--- config.mk ---
export PLATFORM = sky130hd
export DESIGN_NAME = swan_core_arbiter
export DESIGN_NICKNAME = d
export VERILOG_FILES = /design/src/rtl/swan_core_arbiter.sv
export SDC_FILE = /design/constraint.sdc
export NUM_CORES = 1
export LEC_CHECK = 0
export CORE_AREA = 2 2 402 404
export CTS_BUF_LIST = sky130_fd_sc_hd__clkbuf_2
export CTS_CLUSTER_DIAMETER = 100
export DETAILED_ROUTE_END_ITERATION = 10
export DIE_AREA = 0 0 404 406
export GPL_TIMING_DRIVEN = 0
export HOLD_SLACK_MARGIN = 0.12
export SLEW_MARGIN = 20
export SYNTH_ARGS = -nofsm -noshare
export SYNTH_HDL_FRONTEND = slang
export SYNTH_SLANG_ARGS = --single-unit
--- constraint.sdc ---
create_clock -name clk -period 3.1 [get_ports clk]
set_clock_uncertainty 0.1 [all_clocks]
set_input_delay 0.62 -clock clk [delete_from_list [all_inputs] [get_ports clk]]
set_output_delay 0.62 -clock clk [all_outputs]
set_load 0.01 [all_outputs]
--- src/rtl/swan_core_arbiter.sv ---
// Round-robin arbiter and job sequencer sharing one serial SWAN core between
// two requesters. A job is accepted, launched with a one-cycle start pulse,
// supervised by a watchdog while the core runs, and its result is returned on
// a backpressured response channel.
module swan_core_arbiter #(
    parameter int BLOCK_SIZE = 128,
    parameter int KEY_SIZE   = 128,
    parameter int TIMEOUT    = 1023,
    parameter int CNT_W      = 10
) (
    input  logic                  clk,
    input  logic                  rst,
    input  logic                  req0_valid,
    output logic                  req0_ready,
    input  logic [0:KEY_SIZE-1]   req0_key,
    input  logic [0:BLOCK_SIZE-1] req0_inp,
    input  logic                  req1_valid,
    output logic                  req1_ready,
    input  logic [0:KEY_SIZE-1]   req1_key,
    input  logic [0:BLOCK_SIZE-1] req1_inp,
    output logic                  rsp_valid,
    input  logic                  rsp_ready,
    output logic                  rsp_id,
    output logic                  rsp_err,
    output logic [0:BLOCK_SIZE-1] rsp_data,
    output logic                  core_start,
    output logic [0:KEY_SIZE-1]   core_key,
    output logic [0:BLOCK_SIZE-1] core_inp,
    input  logic                  core_ready,
    input  logic [0:BLOCK_SIZE-1] core_out
);

    typedef enum logic [1:0] {
        S_IDLE,
        S_LAUNCH,
        S_BUSY,
        S_RESP
    } state_t;

    localparam logic [CNT_W-1:0] TO_CNT = CNT_W'(TIMEOUT);

    state_t                state_q, state_d;
    logic                  rr_q, rr_d;      // index of the requester granted last
    logic [CNT_W-1:0]      cnt_q, cnt_d;    // watchdog: cycles spent in BUSY
    logic [0:KEY_SIZE-1]   key_q, key_d;
    logic [0:BLOCK_SIZE-1] inp_q, inp_d;
    logic                  id_q, id_d;
    logic                  err_q, err_d;
    logic [0:BLOCK_SIZE-1] data_q, data_d;

    logic gnt0;
    logic gnt1;

    // On a tie the requester that was not granted last wins.
    assign gnt0 = req0_valid & (~req1_valid | rr_q);
    assign gnt1 = req1_valid & (~req0_valid | ~rr_q);

    assign rsp_valid  = (state_q == S_RESP);
    assign core_start = (state_q == S_LAUNCH);
    assign rsp_id     = id_q;
    assign rsp_err    = err_q;
    assign rsp_data   = data_q;
    assign core_key   = key_q;
    assign core_inp   = inp_q;

    // Next-state, handshake and datapath-capture logic.
    always_comb begin
        state_d    = state_q;
        rr_d       = rr_q;
        cnt_d      = cnt_q;
        key_d      = key_q;
        inp_d      = inp_q;
        id_d       = id_q;
        err_d      = err_q;
        data_d     = data_q;
        req0_ready = 1'b0;
        req1_ready = 1'b0;

        case (state_q)
            S_IDLE: begin
                // Readys are combinational, so they are masked by the reset
                // input to keep every output low while reset is held.
                req0_ready = gnt0 & rst;
                req1_ready = gnt1 & rst;
                if (gnt0) begin
                    key_d   = req0_key;
                    inp_d   = req0_inp;
                    id_d    = 1'b0;
                    rr_d    = 1'b0;
                    state_d = S_LAUNCH;
                end else if (gnt1) begin
                    key_d   = req1_key;
                    inp_d   = req1_inp;
                    id_d    = 1'b1;
                    rr_d    = 1'b1;
                    state_d = S_LAUNCH;
                end
            end
            S_LAUNCH: begin
                cnt_d   = '0;
                state_d = S_BUSY;
            end
            S_BUSY: begin
                cnt_d = cnt_q + 1'b1;
                // A completion strobe takes priority over a coincident timeout.
                if (core_ready) begin
                    data_d  = core_out;
                    err_d   = 1'b0;
                    state_d = S_RESP;
                end else if (cnt_q == TO_CNT) begin
                    data_d  = '0;
                    err_d   = 1'b1;
                    state_d = S_RESP;
                end
            end
            S_RESP: begin
                if (rsp_ready) begin
                    state_d = S_IDLE;
                end
            end
            default: begin
                state_d = S_IDLE;
            end
        endcase
    end

    // State, pointer, watchdog and job/response registers.
    always_ff @(posedge clk or negedge rst) begin
        if (!rst) begin
            state_q <= S_IDLE;
            rr_q    <= 1'b1;
            cnt_q   <= '0;
            key_q   <= '0;
            inp_q   <= '0;
            id_q    <= 1'b0;
            err_q   <= 1'b0;
            data_q  <= '0;
        end else begin
            state_q <= state_d;
            rr_q    <= rr_d;
            cnt_q   <= cnt_d;
            key_q   <= key_d;
            inp_q   <= inp_d;
            id_q    <= id_d;
            err_q   <= err_d;
            data_q  <= data_d;
        end
    end

endmodule

==> results.ini, run 1 <==
[synth]
avgSynthCellArea_um2=11.5
syn_area_um2=17000
yosysSeqAreaShare_pct=58.8
synthArstFlopShare_pct=100
synth_top_area_share_pct=58.6
synthTopCellsByArea=dfrtp_1 59%, mux2i_1 15%, o21ai_1 6.7%, a22o_1 6.7%, nand2_1 5.9%
synth_top_area_cell=dfrtp_1
ys_seq_elements=399
ys_warn_count=0
synthDistinctLibCells=38
synth_edf_count=0
netlist_instances=1482
synth_nets=2134
synth-main-ff-cell=dfrtp_1

[placed_design]
port_buffers=1034
globalplace.congestion=0.941
dp_hpwl_um=119000
placed_area_um2=30100
post-place-ws_ns=-1.57

[clock_tree]
cts_resized=1136
cts_inserted_buffers=120
cts_buffer_depth=3
hold_buffers=972
htree_levels=3
cts.sinks=399
cts_post_setup_buffers_inserted=37
cts_root_buf=clkbuf_2

[outcome]
stop_stage=4_1_cts
error_line=[ERROR RSZ-0060] Max buffer count reached.
status=did not finish

[die]
die_y_um=406
initial_core_util_pct=10.6
die_w_um=404
ios=1036
rows=147

## kinds of logic after synthesis
group,count (synthesis),synth area share [%]
flip-flops,399,58.8
adder cells (fa/ha/maj),6,0.442
buffers and inverters,122,3.71
multiplexers,258,15.2
AO/OA/AOI/OAI,402,15.0
AND/OR/NAND/NOR,290,6.63
XOR/XNOR,5,0.258
## synth_stat cells, types with 2 or more instances
library cell	n
xor2_1	5
nor2_1	8
a31oi_1	2
a22o_1	129
dfrtp_1	398
nand3_1	5
mux2i_1	257
o21ai_1	229
and3_1	3
and2_1	3
buf_1	2
o21ai_0	31
inv_1	5
a21oi_1	2
nand2_1	265
clkbuf_1	40
buf_4	28
buf_2	44
nand4_1	2
ha_1	6
## stage by stage
stage | std cells | setup TNS (ns)
after floorplan | 1482 | 0
after detailed placement | 4606 | -168.79
after global placement | 4602 | -7581.62
==> run 2: changes to the inputs <==
CORE_AREA = 2 2 407 409   (was 2 2 402 404)
CTS_BUF_LIST = unset   (was sky130_fd_sc_hd__clkbuf_2)
CTS_CLUSTER_DIAMETER = unset   (was 100)
DIE_AREA = 0 0 409 411   (was 0 0 404 406)
HOLD_SLACK_MARGIN = unset   (was 0.12)
PLACE_DENSITY_LB_ADDON = 0.15   (was unset)
==> run 2 against run 1 <==
  * The run now ends clean
  * Synthesized cell count is the same
  * Area after synthesis is the same
==> results.ini, run 2 <==
[placed_design]
port_buffers=1034  ; unchanged
globalplace.congestion=0.791  ; -16%
dp_hpwl_um=99800  ; -16%

[power_and_ir_drop]
p_comb_share_pct=46.7
p_seq_share_pct=29.6
p_sw_uw=11700
power_uw=30800
swShare_pct=38.0
p_per_area_nw_per_um2=941
power.leakage_uw=0.0141
clockPowerShare_pct=23.7
p_int_uw=19100
ir_drop_mv=0.350

[timing]
rsz0062_at_grt=no
fin_tns_setup_ns=0
tightestPinTransition_ns=1.04
hold_ws_ns=0.0752
hold_viol=0
period_share_pct=93.0
min_period_ns=2.88
finalSetupViolations=0
slew_violations=0
max_slew_margin_pct=30.5
clock.fmax_mhz=347

[synth]
synth_edf_count=0  ; unchanged
synth-main-ff-cell=dfrtp_1
synth_most_common_cell=dfrtp_1
synth_top_area_share_pct=58.6  ; unchanged
avgSynthCellArea_um2=11.5  ; unchanged
synth_top_area_cell=dfrtp_1
synthDistinctLibCells=38  ; unchanged
yosysSeqAreaShare_pct=58.8  ; unchanged
syn_area_um2=17000  ; unchanged
synthTopCellsByArea=dfrtp_1 59%, mux2i_1 15%, o21ai_1 6.7%, a22o_1 6.7%, nand2_1 5.9%
netlist_instances=1482  ; unchanged
synth_commonest_cells=398 x dfrtp_1, 265 x nand2_1, 257 x mux2i_1
synth_nets=2134  ; unchanged
ys_warn_count=0  ; unchanged
ys_seq_elements=399  ; unchanged
synthArstFlopShare_pct=100  ; unchanged

[clock_tree]
cts_inserted_buffers=58  ; -52%
cts_tree=done
cts_buffer_depth=3  ; unchanged
cts.sinks=399  ; unchanged
htree_levels=2  ; -1
cts_root_buf=clkbuf_16
clkTransAtPathRegs_ns=0.06
clock_latency_ns=0.67

[routing]
drc_errors=0
vias_per_cell=3.41
firstDrtPassIters=5
drt_iter0_markers=717
routed_wl_um=124000
num_vias=16500
ant_nets=0
wl_met2_um=62200
drt-met1-wl_um=47900
wl_per_cell_um=25.6
met3_wirelength_um=10500
dr.max_layer_used=met5

[outcome]
status=finished clean

[die]
coreArea_um2=164000
initial_core_util_pct=10.4  ; -0.27 points
die_w_um=409  ; +1.2%
die_y_um=411  ; +1.2%
dieArea_um2=168000
rows=149  ; +1.4%
ios=1036  ; unchanged

[global_route]
first_global_vias=17300
antenna_found_initial=65
grt_usage_pct=14.2
grt_max_degree=65
grt_pass1_wl_um=162000
grt_remaining_overflow=0

[worst_setup_path]
critPathRequiredTime_ns=2.38
reg2regPathDepth=7
slowest_stage=dfrtp_1
critical-path-top-delay-family=buffers and inverters
max_stage_delay_ns=0.41
path_max_fanout=8
path_cells=inv_1 -> ha_1 -> buf_2 -> nand2_2 -> a211oi_1 -> clkbuf_2
critical_path_buf_inv_count=3
worst-path-stages=6
startpoint_type=register
cp_data_arrival_time_ns=2.16
worstSetupEndpointType=primary output
worstSetupPathType=register to primary output

[flow_run]
max-cap-violations=0

[layout]
syn2layout_area_growth_pct=92.7
post-route-util_pct=20.0
finalNetCount=3251
final_common_cell=clkdlybuf4s50_1
mostFrequentLayoutCells=1,030 x clkdlybuf4s50_1, 398 x dfrtp_1, 264 x nand2_1
drive_above_1_share_pct=7.93

[worst_hold_path]
hp-class=primary input to asynchronous set/reset pin

run 2: cell counts after synthesis:
No cell type changed its count.
run 2: kinds of logic after synthesis:
group                    count (synthesis)  synth area share (%)
flip-flops                             399                  58.8
AO/OA/AOI/OAI                          402                  15.0
multiplexers                           258                  15.2
AND/OR/NAND/NOR                        290                  6.63
buffers and inverters                  122                  3.71
XOR/XNOR                                 5                 0.258
adder cells (fa/ha/maj)                  6                 0.442
run 2: cell type report:
| type | count | area (um2) |
|---|---|---|
| multi-input combinational | 961 | 6380 |
| clock buffer | 81 | 1710 |
| sequential | 399 | 9990 |
| timing repair buffer | 1058 | 10900 |
| antenna | 9 | 22.5 |
| buffer | 115 | 623 |
| clock inverter | 28 | 374 |
| fill | 17900 | 131000 |
| inverter | 6 | 22.5 |
| tap | 2189 | 2740 |
run 2: what timing repair did:
item                                   4_1_cts  5_1_grt
endpoints found under the hold margin       52        0
hold buffers                                11        0
pin swaps                                    1        0
cloned                                       5        0
resized for setup                           14        4
setup endpoints to repair                  212       10
buffers inserted                             2        0
run 2: routing by layer:
metal	global-route usage, %	vias to the layer above
li1	-	7509
met1	15.9	8047
met2	24.9	699
met3	5.44	209
met4	3.91	50
met5	0	-
run 2: through the flow:
step,area (um2),cells,setup WS [ns]
floorplan,17000,1482,0.986
global placement,30100,4705,-20.59
detailed placement,30200,4711,-1.08
CTS,32700,4837,0.0000226
global route,32700,4842,0.0368
finish,32700,4846,0.217
run 2: final timing paths:
path                                     end          from  slack, ns
worst max register to register  rsp_data[80]    state_q[0]       0.33
worst min register to register  core_inp[91]  core_inp[91]       0.38
worst max-delay path              req1_ready    state_q[0]       0.22
min in group clk                        rr_q    req0_valid       0.16
worst min-delay path            rsp_data[41]           rst       0.08
max in group asynchronous       core_inp[71]           rst       1.42
run 2: worst reg2reg max path: cells and delay by family (launching register included):
kind	cells	cell delay [ns]
simple gates	1	0.24
compound gates	1	0.27
buf+inv	4	1.52
flops	1	0.41
fa+ha+maj	1	0.14
run 2: power by group through the flow:
stage          clock network (uW)  registers (uW)  logic, uW
2_1_floorplan                   0           10100       4280
3_3_place_gp                    0            9220      14800
3_5_place_dp                    0            9190      14700
4_1_cts                      7630            9150      14900
5_1_grt                      7800            9450      15600
6_report                     7290            9120      14400
Note: power is estimated with default switching activity, not from simulation.
==> run 3: changes to the inputs <==
CTS_BUF_LIST = sky130_fd_sc_hd__clkbuf_2   (was unset)
==> run 3 against run 2 <==
  * The flow now stops in 4_1_cts
  * Synthesized cell count stayed put
  * Area after synthesis stayed put
==> results.ini, run 3 <==
[synth]
synth-main-ff-cell=dfrtp_1
yosys.area_share.simple_pct=6.63  ; unchanged
synthXorXnorAreaFrac_pct=0.258  ; unchanged
netlist_instances=1482  ; unchanged
synth_mux_area_share_pct=15.2  ; unchanged
synthArstFlopShare_pct=100  ; unchanged
synth_commonest_cells=398 x dfrtp_1, 265 x nand2_1, 257 x mux2i_1
synth_compound_area_share_pct=15.0  ; unchanged
synthTopCellsByArea=dfrtp_1 59%, mux2i_1 15%, o21ai_1 6.7%, a22o_1 6.7%, nand2_1 5.9%
yosysSeqAreaShare_pct=58.8  ; unchanged
synth_nets=2134  ; unchanged
synth_fa_ha_area_share_pct=0.442  ; unchanged
synth_top_area_share_pct=58.6  ; unchanged
ys_seq_elements=399  ; unchanged
syn_area_um2=17000  ; unchanged
synth_top_area_cell=dfrtp_1
synthDistinctLibCells=38  ; unchanged
synth_edf_count=0  ; unchanged
avgSynthCellArea_um2=11.5  ; unchanged
synth_most_common_cell=dfrtp_1
synth_top_family_by_area=multiplexers
ys_warn_count=0  ; unchanged

[outcome]
status=did not finish
error_line=[ERROR RSZ-0060] Max buffer count reached.
stop_stage=4_1_cts

[die]
rows=149  ; unchanged
die_w_um=409  ; unchanged
initial_core_util_pct=10.4  ; unchanged
die_y_um=411  ; unchanged
ios=1036  ; unchanged

[placed_design]
placed_area_um2=30200  ; unchanged
dp_hpwl_um=99800  ; unchanged
globalplace.congestion=0.791  ; unchanged
port_buffers=1034  ; unchanged
dp_cells=4711  ; unchanged

[clock_tree]
cts_resized=1714  ; +1,700
cts_post_setup_buffers_inserted=60  ; +58
cts.sinks=399  ; unchanged
cts_root_buf=clkbuf_2
cts_inserted_buffers=137  ; +140%
htree_levels=4  ; +2
cts_buffer_depth=3  ; unchanged
hold_buffers=1000  ; +989

[run 3: cell families after synthesis]
group	after synthesis
compound gates	402
flops	399
simple gates	290
mux	258
buf+inv	122
fa+ha+maj	6
xor+xnor	5
[run 3: per-stage QoR]
step                      worst slack [ns]  hold WS (ns)
after floorplan                      0.986         0.224
after global placement              -20.59         0.361
after detailed placement             -1.08         0.373
